**src/rtl/tpu_pkg.sv**
```systemverilog
// tpu_pkg: shared TPU word, halfword and instruction types.
// Instruction layout, MSB first: operand[63:0], length[7:0], opcode[7:0].
package tpu_pkg;
    localparam int BYTE_WIDTH = 8;
    typedef logic [4*BYTE_WIDTH-1:0] word_type;
    typedef logic [2*BYTE_WIDTH-1:0] halfword_type;
    typedef struct packed {
        logic [8*BYTE_WIDTH-1:0] operand;
        logic [BYTE_WIDTH-1:0]   length;
        logic [BYTE_WIDTH-1:0]   opcode;
    } instr_type;
    localparam instr_type INIT_INSTR = '0;
endpackage

```
**src/rtl/instr_fifo_lane.sv**
```systemverilog
// fifo_lane: single-lane show-ahead FIFO with registered empty/full flags.
// Ports: clk, rst (async active-low), push, pop, data (write word),
//        head (word at read pointer), empty, full.
// A pop is ignored when empty, so a push into an empty lane never bypasses.
// A push into a full lane is accepted only when the lane is popped that cycle.
module fifo_lane #(
    parameter int WIDTH = 32,
    parameter int DEPTH = 32
) (
    input  logic             clk,
    input  logic             rst,
    input  logic             push,
    input  logic             pop,
    input  logic [WIDTH-1:0] data,
    output logic [WIDTH-1:0] head,
    output logic             empty,
    output logic             full
);
    localparam int AW = $clog2(DEPTH);
    logic [WIDTH-1:0] mem [DEPTH];
    logic [AW-1:0] rd_ptr, wr_ptr;
    logic [AW:0] count, count_nxt;
    logic do_push, do_pop;
    always_comb begin
        do_pop = pop && !empty;
        do_push = push && (!full || do_pop);
        count_nxt = count + (AW+1)'(do_push) - (AW+1)'(do_pop);
    end
    // Pointers are AW bits wide, so they wrap modulo DEPTH for free.
    always_ff @(posedge clk or negedge rst) begin
        if (!rst) begin
            rd_ptr <= '0;
            wr_ptr <= '0;
            count <= '0;
            empty <= 1'b1;
            full <= 1'b0;
        end else begin
            if (do_push) wr_ptr <= wr_ptr + AW'(1);
            if (do_pop) rd_ptr <= rd_ptr + AW'(1);
            count <= count_nxt;
            empty <= count_nxt == '0;
            full <= count_nxt == (AW+1)'(DEPTH);
        end
    end
    always_ff @(posedge clk) begin
        if (do_push) mem[wr_ptr] <= data;
    end
    assign head = mem[rd_ptr];
endmodule

```
**src/rtl/instr_fifo.sv**
```systemverilog
// instr_fifo: 80-bit instruction FIFO built from three independently written lanes.
// Ports: clk, rst (async active-low), enable, lower/middle/upper_instr_word,
//        instr_write_enable (per-lane push), instr_out, instr_valid, instr_ready,
//        instr_fifo_empty, instr_fifo_full.
// Optional macro INSTR_FIFO_ERR_EN adds sticky overflow_err / underflow_err outputs.
// Lane entries pair up by arrival order; an instruction is valid once every lane
// holds at least one entry, and a pop advances all three lanes together.
module instr_fifo import tpu_pkg::*; #(
    parameter int FIFO_DEPTH = 32
) (
    input  logic         clk,
    input  logic         rst,
    input  logic         enable,
    input  word_type     lower_instr_word,
    input  word_type     middle_instr_word,
    input  halfword_type upper_instr_word,
    input  logic [2:0]   instr_write_enable,
    output instr_type    instr_out,
    output logic         instr_valid,
    input  logic         instr_ready,
    output logic         instr_fifo_empty,
    output logic         instr_fifo_full
`ifdef INSTR_FIFO_ERR_EN
    ,
    output logic         overflow_err,
    output logic         underflow_err
`endif
);
    logic [2:0] push, empty, full;
    logic pop;
    word_type lower_head, middle_head;
    halfword_type upper_head;
    assign push = enable ? instr_write_enable : 3'b000;
    assign pop = enable && instr_ready && instr_valid;
    fifo_lane #(.WIDTH($bits(word_type)), .DEPTH(FIFO_DEPTH)) lower_lane (
        .clk(clk), .rst(rst), .push(push[0]), .pop(pop), .data(lower_instr_word),
        .head(lower_head), .empty(empty[0]), .full(full[0])
    );
    fifo_lane #(.WIDTH($bits(word_type)), .DEPTH(FIFO_DEPTH)) middle_lane (
        .clk(clk), .rst(rst), .push(push[1]), .pop(pop), .data(middle_instr_word),
        .head(middle_head), .empty(empty[1]), .full(full[1])
    );
    fifo_lane #(.WIDTH($bits(halfword_type)), .DEPTH(FIFO_DEPTH)) upper_lane (
        .clk(clk), .rst(rst), .push(push[2]), .pop(pop), .data(upper_instr_word),
        .head(upper_head), .empty(empty[2]), .full(full[2])
    );
    assign instr_fifo_empty = |empty;
    assign instr_fifo_full = |full;
    assign instr_valid = !instr_fifo_empty;
    // Storage is never reset, so the head is masked while invalid to keep X off the bus.
    assign instr_out = instr_valid ? instr_type'({upper_head, middle_head, lower_head}) : INIT_INSTR;
`ifdef INSTR_FIFO_ERR_EN
    logic [2:0] dropped;
    assign dropped = push & full & ~{3{pop}};
    always_ff @(posedge clk or negedge rst) begin
        if (!rst) begin
            overflow_err <= 1'b0;
            underflow_err <= 1'b0;
        end else begin
            overflow_err <= overflow_err || (|dropped);
            underflow_err <= underflow_err || (enable && instr_ready && !instr_valid);
        end
    end
`endif
endmodule

```
**config.mk**
```make
export PLATFORM = sky130hd
export DESIGN_NAME = instr_fifo
export DESIGN_NICKNAME = d
export VERILOG_FILES = /design/src/rtl/tpu_pkg.sv /design/src/rtl/instr_fifo_lane.sv /design/src/rtl/instr_fifo.sv
export SDC_FILE = /design/constraint.sdc
export NUM_CORES = 2
export LEC_CHECK = 0
export CAP_MARGIN = 20
export CORE_MARGIN = 2
export CORE_UTILIZATION = 30
export CTS_CLUSTER_DIAMETER = 30
export CTS_CLUSTER_SIZE = 12
export DETAILED_ROUTE_END_ITERATION = 12
export PLACE_DENSITY_LB_ADDON = 0.12
export SETUP_SLACK_MARGIN = 0.02
export SYNTH_ARGS = -nofsm -noshare
export SYNTH_HDL_FRONTEND = slang
export SYNTH_SLANG_ARGS = --single-unit
```
**constraint.sdc**
```tcl
create_clock -name clk -period 4.17 [get_ports clk]
set_input_delay 0.6255 -clock clk [delete_from_list [all_inputs] [get_ports clk]]
set_output_delay 0.6255 -clock clk [all_outputs]
set_load 0.02 [all_outputs]
```
* Yosys cells after proc, flatten, opt, wreduce, memory -nomap -nowiden
Memory sizes are Yosys's and may differ from the RTL's.
Cells that the tools add are included.
W data, S select, Z words.
** Storage, ports and cells
- Flip-flop bits (word level) :: 54
- RAM bits :: 2560
- Input port bits :: 87
- Output and inout bits :: 83
- Logic and storage cells :: 64
- Memories kept :: 3
** Memories
- lower_lane.mem :: words 32, width 32, read ports 1, clocked after memory_dff 0, write ports 1, RTL line instr_fifo_lane.sv:20 : logic [WIDTH-1:0] mem [DEPTH];
- middle_lane.mem :: words 32, width 32, read ports 1, clocked after memory_dff 0, write ports 1, RTL line instr_fifo_lane.sv:20
- upper_lane.mem :: words 32, width 16, read ports 1, clocked after memory_dff 0, write ports 1, RTL line instr_fifo_lane.sv:20
** Cells by class
- Add/subtract/negate cells :: 12
- Eq/ne operators :: 3
- Multiplexer cells :: 8
- Reductions and logical operators :: 23
** Operators by type and width (count)
- $mux W80 :: 1
- $add A5 B1 Y5 const B :: 6
- $add A6 B1 Y6 :: 3
- $eq A6 B6 Y1 const B :: 3
- $logic_not A6 Y1 :: 3
- $sub A6 B1 Y6 :: 3
- $logic_and A1 B1 Y1 :: 8
- $logic_not A1 Y1 :: 7
- $mux W1 :: 6
- $reduce_or A3 Y1 :: 2
- $logic_or A1 B1 Y1 :: 3
- $mux W3 :: 1

* Depth between registers and ports, before layout
- Word-level depth :: 9
- Depth in mapped cells :: 14

* Modules after synthesis
From an unflattened synthesis, not the netlist that was laid out.
** Unflattened totals
- Cells, all modules :: 4670
- Area, all modules :: 100520.2 µm²
** By module, submodules not included
- fifo_lane (lower_lane ...) :: times used 2, cells an instance 1802, area an instance 39684.3 µm², sequential area each 31201.2 µm²
- fifo_lane (upper_lane) :: times used 1, cells an instance 970, area an instance 20514.7 µm², sequential area each 15826.4 µm²
- instr_fifo :: times used 1, cells an instance 96, area an instance 636.9 µm², sequential area each 0.0 µm²

* Worst setup path before layout
No wires, ideal clock.
- Path kind :: register -> register
- From :: register upper_lane.empty
- To :: memory middle_lane.mem[23][0] (enable)
- Setup time :: 0.468 ns
- Arrival :: 3.771 ns
- Slack :: -0.069 ns
- Stages on the path, launching flop included :: 7
- Period minus slack after synthesis :: 4.239 ns
- Cell sequence :: dfstp_2 -> nor3_4 -> nand3_1 -> a21oi_1 -> buf_2 -> nand3_1 -> nor3b_1
** Between the ends
- Word-level cells in the longest chain between the ends :: 8
** RTL lines
- from (decl) :: RTL line instr_fifo_lane.sv:16 : output logic empty,
- from (signal assigned) :: RTL line instr_fifo_lane.sv:35 : empty <= 1'b1;
- from (signal assigned) :: RTL line instr_fifo_lane.sv:41 : empty <= count_nxt == '0;
- $reduce_or A3 Y1 :: RTL line instr_fifo.sv:47 : assign instr_fifo_empty = |empty;
- $logic_not A1 Y1 :: RTL line instr_fifo.sv:49 : assign instr_valid = !instr_fifo_empty;
- $logic_and A1 B1 Y1 :: RTL line instr_fifo.sv:34 : assign pop = enable && instr_ready && instr_valid;
- $logic_and A1 B1 Y1 :: RTL line instr_fifo_lane.sv:25 : do_pop = pop && !empty;
- $logic_or A1 B1 Y1 :: RTL line instr_fifo_lane.sv:26 : do_push = push && (!full || do_pop);
- $logic_and A1 B1 Y1 :: RTL line instr_fifo_lane.sv:26
- $mux W1 :: RTL line instr_fifo_lane.sv:46 : if (do_push) mem[wr_ptr] <= data;
- $mux W1 (not written as such) :: RTL line instr_fifo_lane.sv:46
- to (decl) :: RTL line instr_fifo_lane.sv:20
Every way passes these cells.

==> results.json <==
{
  "met1_length_mm": 127,
  "hpwl_mm": 162,
  "finalClockSkew_ns": 0.0578,
  "worstSetupEndpointType": "output pin",
  "worstPathRequired_ns": 3.54,
  "htree_levels": 6,
  "dr.first_iter.drc_count": 3704,
  "hold_ws_ns": 0.270,
  "max_clock_freq_ghz": 0.243,
  "async_reset_ff_share_pct": 2.07,
  "antenna_found_initial": 29,
  "die_h_um": 583,
  "min_path_type": "primary input to flop",
  "ir_worst_vdd_uv": 572,
  "area_growth_pct": 34.4,
  "num_io_pins": 170,
  "io_buffers": 169,
  "timing.rr.end": "lower_lane.mem[28][8]$_DFFE_PP_",
  "worstPathArrival_ns": 3.48,
  "met2WireLength_mm": 145,
  "grt_pass1_wl_mm": 416,
  "grt_pass1_vias": 55100,
  "fin_area_mm2": 0.135,
  "synth_nets": 4680,
  "ys.flop_type": "edfxtp_1",
  "drv_slew": 0,
  "hold_start": "middle_instr_word[10]",
  "synth_cell_types": 56,
  "synth-seq-cells": 2614,
  "slew_headroom_pct": 31.1,
  "vias_per_cell": 4.93,
  "grtUsageTotal_pct": 17.2,
  "worstReg2RegStart": "middle_lane.empty$_DFF_PN1_",
  "wl_met3_mm": 15.1,
  "min_to": "middle_lane.mem[26][10]$_DFFE_PP_",
  "r2r_setup_slack_ns": 0.87,
  "wl_per_cell_um": 28.2,
  "fin_crit_sh_pct": 98.5,
  "period_needed_ns": 4.11,
  "initial_core_util_pct": 30.2,
  "layout-drive-gt1-share_pct": 37.9,
  "mostFrequentLayoutCells": "2,560 x edfxtp_1, 632 x clkbuf_16, 544 x mux4_2, 336 x buf_4, 282 x mux2i_1",
  "setup_tns_ns": 0,
  "drtAntennaViolNets": 0,
  "wl_mm": 296,
  "tightestPinTransition_ns": 1.03,
  "avgSynthCellArea_um2": 22.1,
  "setup_viol": 0,
  "powerDensity_mw_per_mm2": 818,
  "clkTransAtPathRegs_ns": 0.04,
  "nets": 5721,
  "cts_tree": "yes",
  "core_mm2": 0.333,
  "first_pass_iters": 8,
  "grt_remaining_overflow": 0,
  "synth-edff-count": 2560,
  "vias": 51800,
  "rows": 212,
  "maxCapViolations": 0,
  "die_area_mm2": 0.340,
  "ys_warn_count": 0,
  "ff2ff_path_depth": 10,
  "place.gp.congestion": 0.725,
  "total_leakage_power_nw": 45.1,
  "cts_buffer_depth": 4,
  "dpl_cell_area_mm2": 0.111,
  "seq_area_frac_synth_pct": 77.8,
  "insertion_delay_ns": 1.00,
  "cts.sinks": 2614,
  "cts_buffers": 616,
  "die_w_um": 583,
  "top_layer": "met5",
  "final-hold-violation-count": 0,
  "netlist_area_mm2": 0.101,
  "syn-instance-count": 4557,
  "grt_start_max_net_pins": 68,
  "drcViolationCount": 0,
  "power.total_w": 0.111,
  "start_kind": "flop",
  "critPathMaxFanout": 7,
  "hold_depth": 1,
  "status": "finished, final reports clean",
  "critPathKind": "flop to output pin",
  "rsz0062_at_grt": "true",
  "layout_commonest_cell": "edfxtp_1",
  "cts_root_buffer": "clkbuf_16"
}
power breakdown:
group	total (W)	switching (W)	internal, W
registers	0.0310	0.000857	0.0301
logic	0.0324	0.0180	0.0144
clock network	0.0471	0.0153	0.0318
total	0.111	0.0342	0.0763
stage by stage:
stage	util, %	worst slack (ns)	instances
5_1_grt	40.5	-0.0501	10500
3_5_place_dp	33.2	0.376	9223
6_report	40.5	0.0608	10500
2_1_floorplan	-	0.133	4557
3_3_place_gp	33.2	0.353	9211
4_1_cts	40.2	-0.125	10400
sequential cells by signal, indices dropped and copies added, names as in the netlist, 5 cells and up:
name and count:
lower_lane.wr_ptr 5, middle_lane.mem 1024, middle_lane.wr_ptr 5, lower_lane.mem 1024
upper_lane.count 6, middle_lane.rd_ptr 5, upper_lane.wr_ptr 5, upper_lane.rd_ptr 5
upper_lane.mem 512, lower_lane.rd_ptr 5, middle_lane.count 6, lower_lane.count 6
worst max path at each step:
stage	from	end	slack, ns	cells after the start
floorplan	upper_lane.empty$_DFF_PN1_	middle_lane.mem[7][0]$_DFFE_PP_	0.13	6
global placement	middle_lane.rd_ptr[1]$_DFFE_PN0P_	instr_out[37]	0.35	8
detailed placement	middle_lane.rd_ptr[2]$_DFFE_PN0P_	instr_out[37]	0.38	6
CTS	middle_lane.rd_ptr[0]$_DFFE_PN0P_	instr_out[39]	-0.12	9
global route	middle_lane.rd_ptr[0]$_DFFE_PN0P_	instr_out[33]	-0.05	9
finish	middle_lane.rd_ptr[0]$_DFFE_PN0P_	instr_out[33]	0.06	9
cells in the mapped netlist (22+ instances only):
master,n,area [um^2]
o221ai_1,64,561
clkbuf_1,109,409
mux4_2,544,12300
buf_6,23,259
buf_4,22,165
a22oi_1,65,488
mux2i_1,288,2880
a211oi_1,94,706
nand2_1,37,139
buf_2,87,435
a221oi_1,22,193
clkinv_1,32,120
edfxtp_1,2560,76900
xnor2_1,30,263
a22o_1,31,272
ha_1,33,413
inv_1,36,135
o22ai_1,80,500
dfrtp_1,51,1280
a21oi_1,25,125
nor2_1,112,420
layout make-up:
type	instances	area, um^2
well taps	4387	5490
multi-input cells	1614	22100
repair buffers	683	8180
diodes	11	27.5
clock buffers	726	15900
inverters	69	315
flip-flops and latches	2614	78300
fillers	29400	198000
clock inverters	397	4820
timing repair:
item                                   in CTS  in global routing
pin swaps                                  26                 15
endpoints found under the hold margin      51                  0
setup endpoints to repair                  78                 50
setup buffers                              81                  6
cloned                                     23                  2
resized for setup                         374                 56
hold buffers                                1                  0
per-layer routing:
| metal | track usage, % | vias up |
|---|---|---|
| met2 | 28.5 | 1465 |
| met3 | 3.53 | 550 |
| met4 | 5.50 | 14 |
| li1 | - | 21700 |
| met1 | 22.6 | 28100 |
| met5 | 0 | - |
logic make-up (layout without fill, tap and decap cells):
family | count (synthesis) | in the layout | share of synthesized area (%)
AO/OA/AOI/OAI | 460 | 460 | 3.45
XOR/XNOR | 36 | 36 | 0.314
adder cells (fa/ha/maj) | 36 | 36 | 0.470
buffers and inverters | 329 | 1875 | 1.62
flip-flops | 2614 | 2614 | 77.8
multiplexers | 848 | 848 | 15.2
other | 0 | 11 | 0
AND/OR/NAND/NOR | 234 | 234 | 1.11
critical path, stage by stage, from the launching register on:
cell,delay (ns)
dfrtp_4,0.49
buf_12,0.18
buf_12,0.16
buf_16,0.15
mux4_2,0.51
mux4_2,0.49
clkinv_2,0.09
a221oi_2,0.07
buf_4,0.21
buf_12,0.13
No activity file was read; power rests on OpenSTA's default activity.
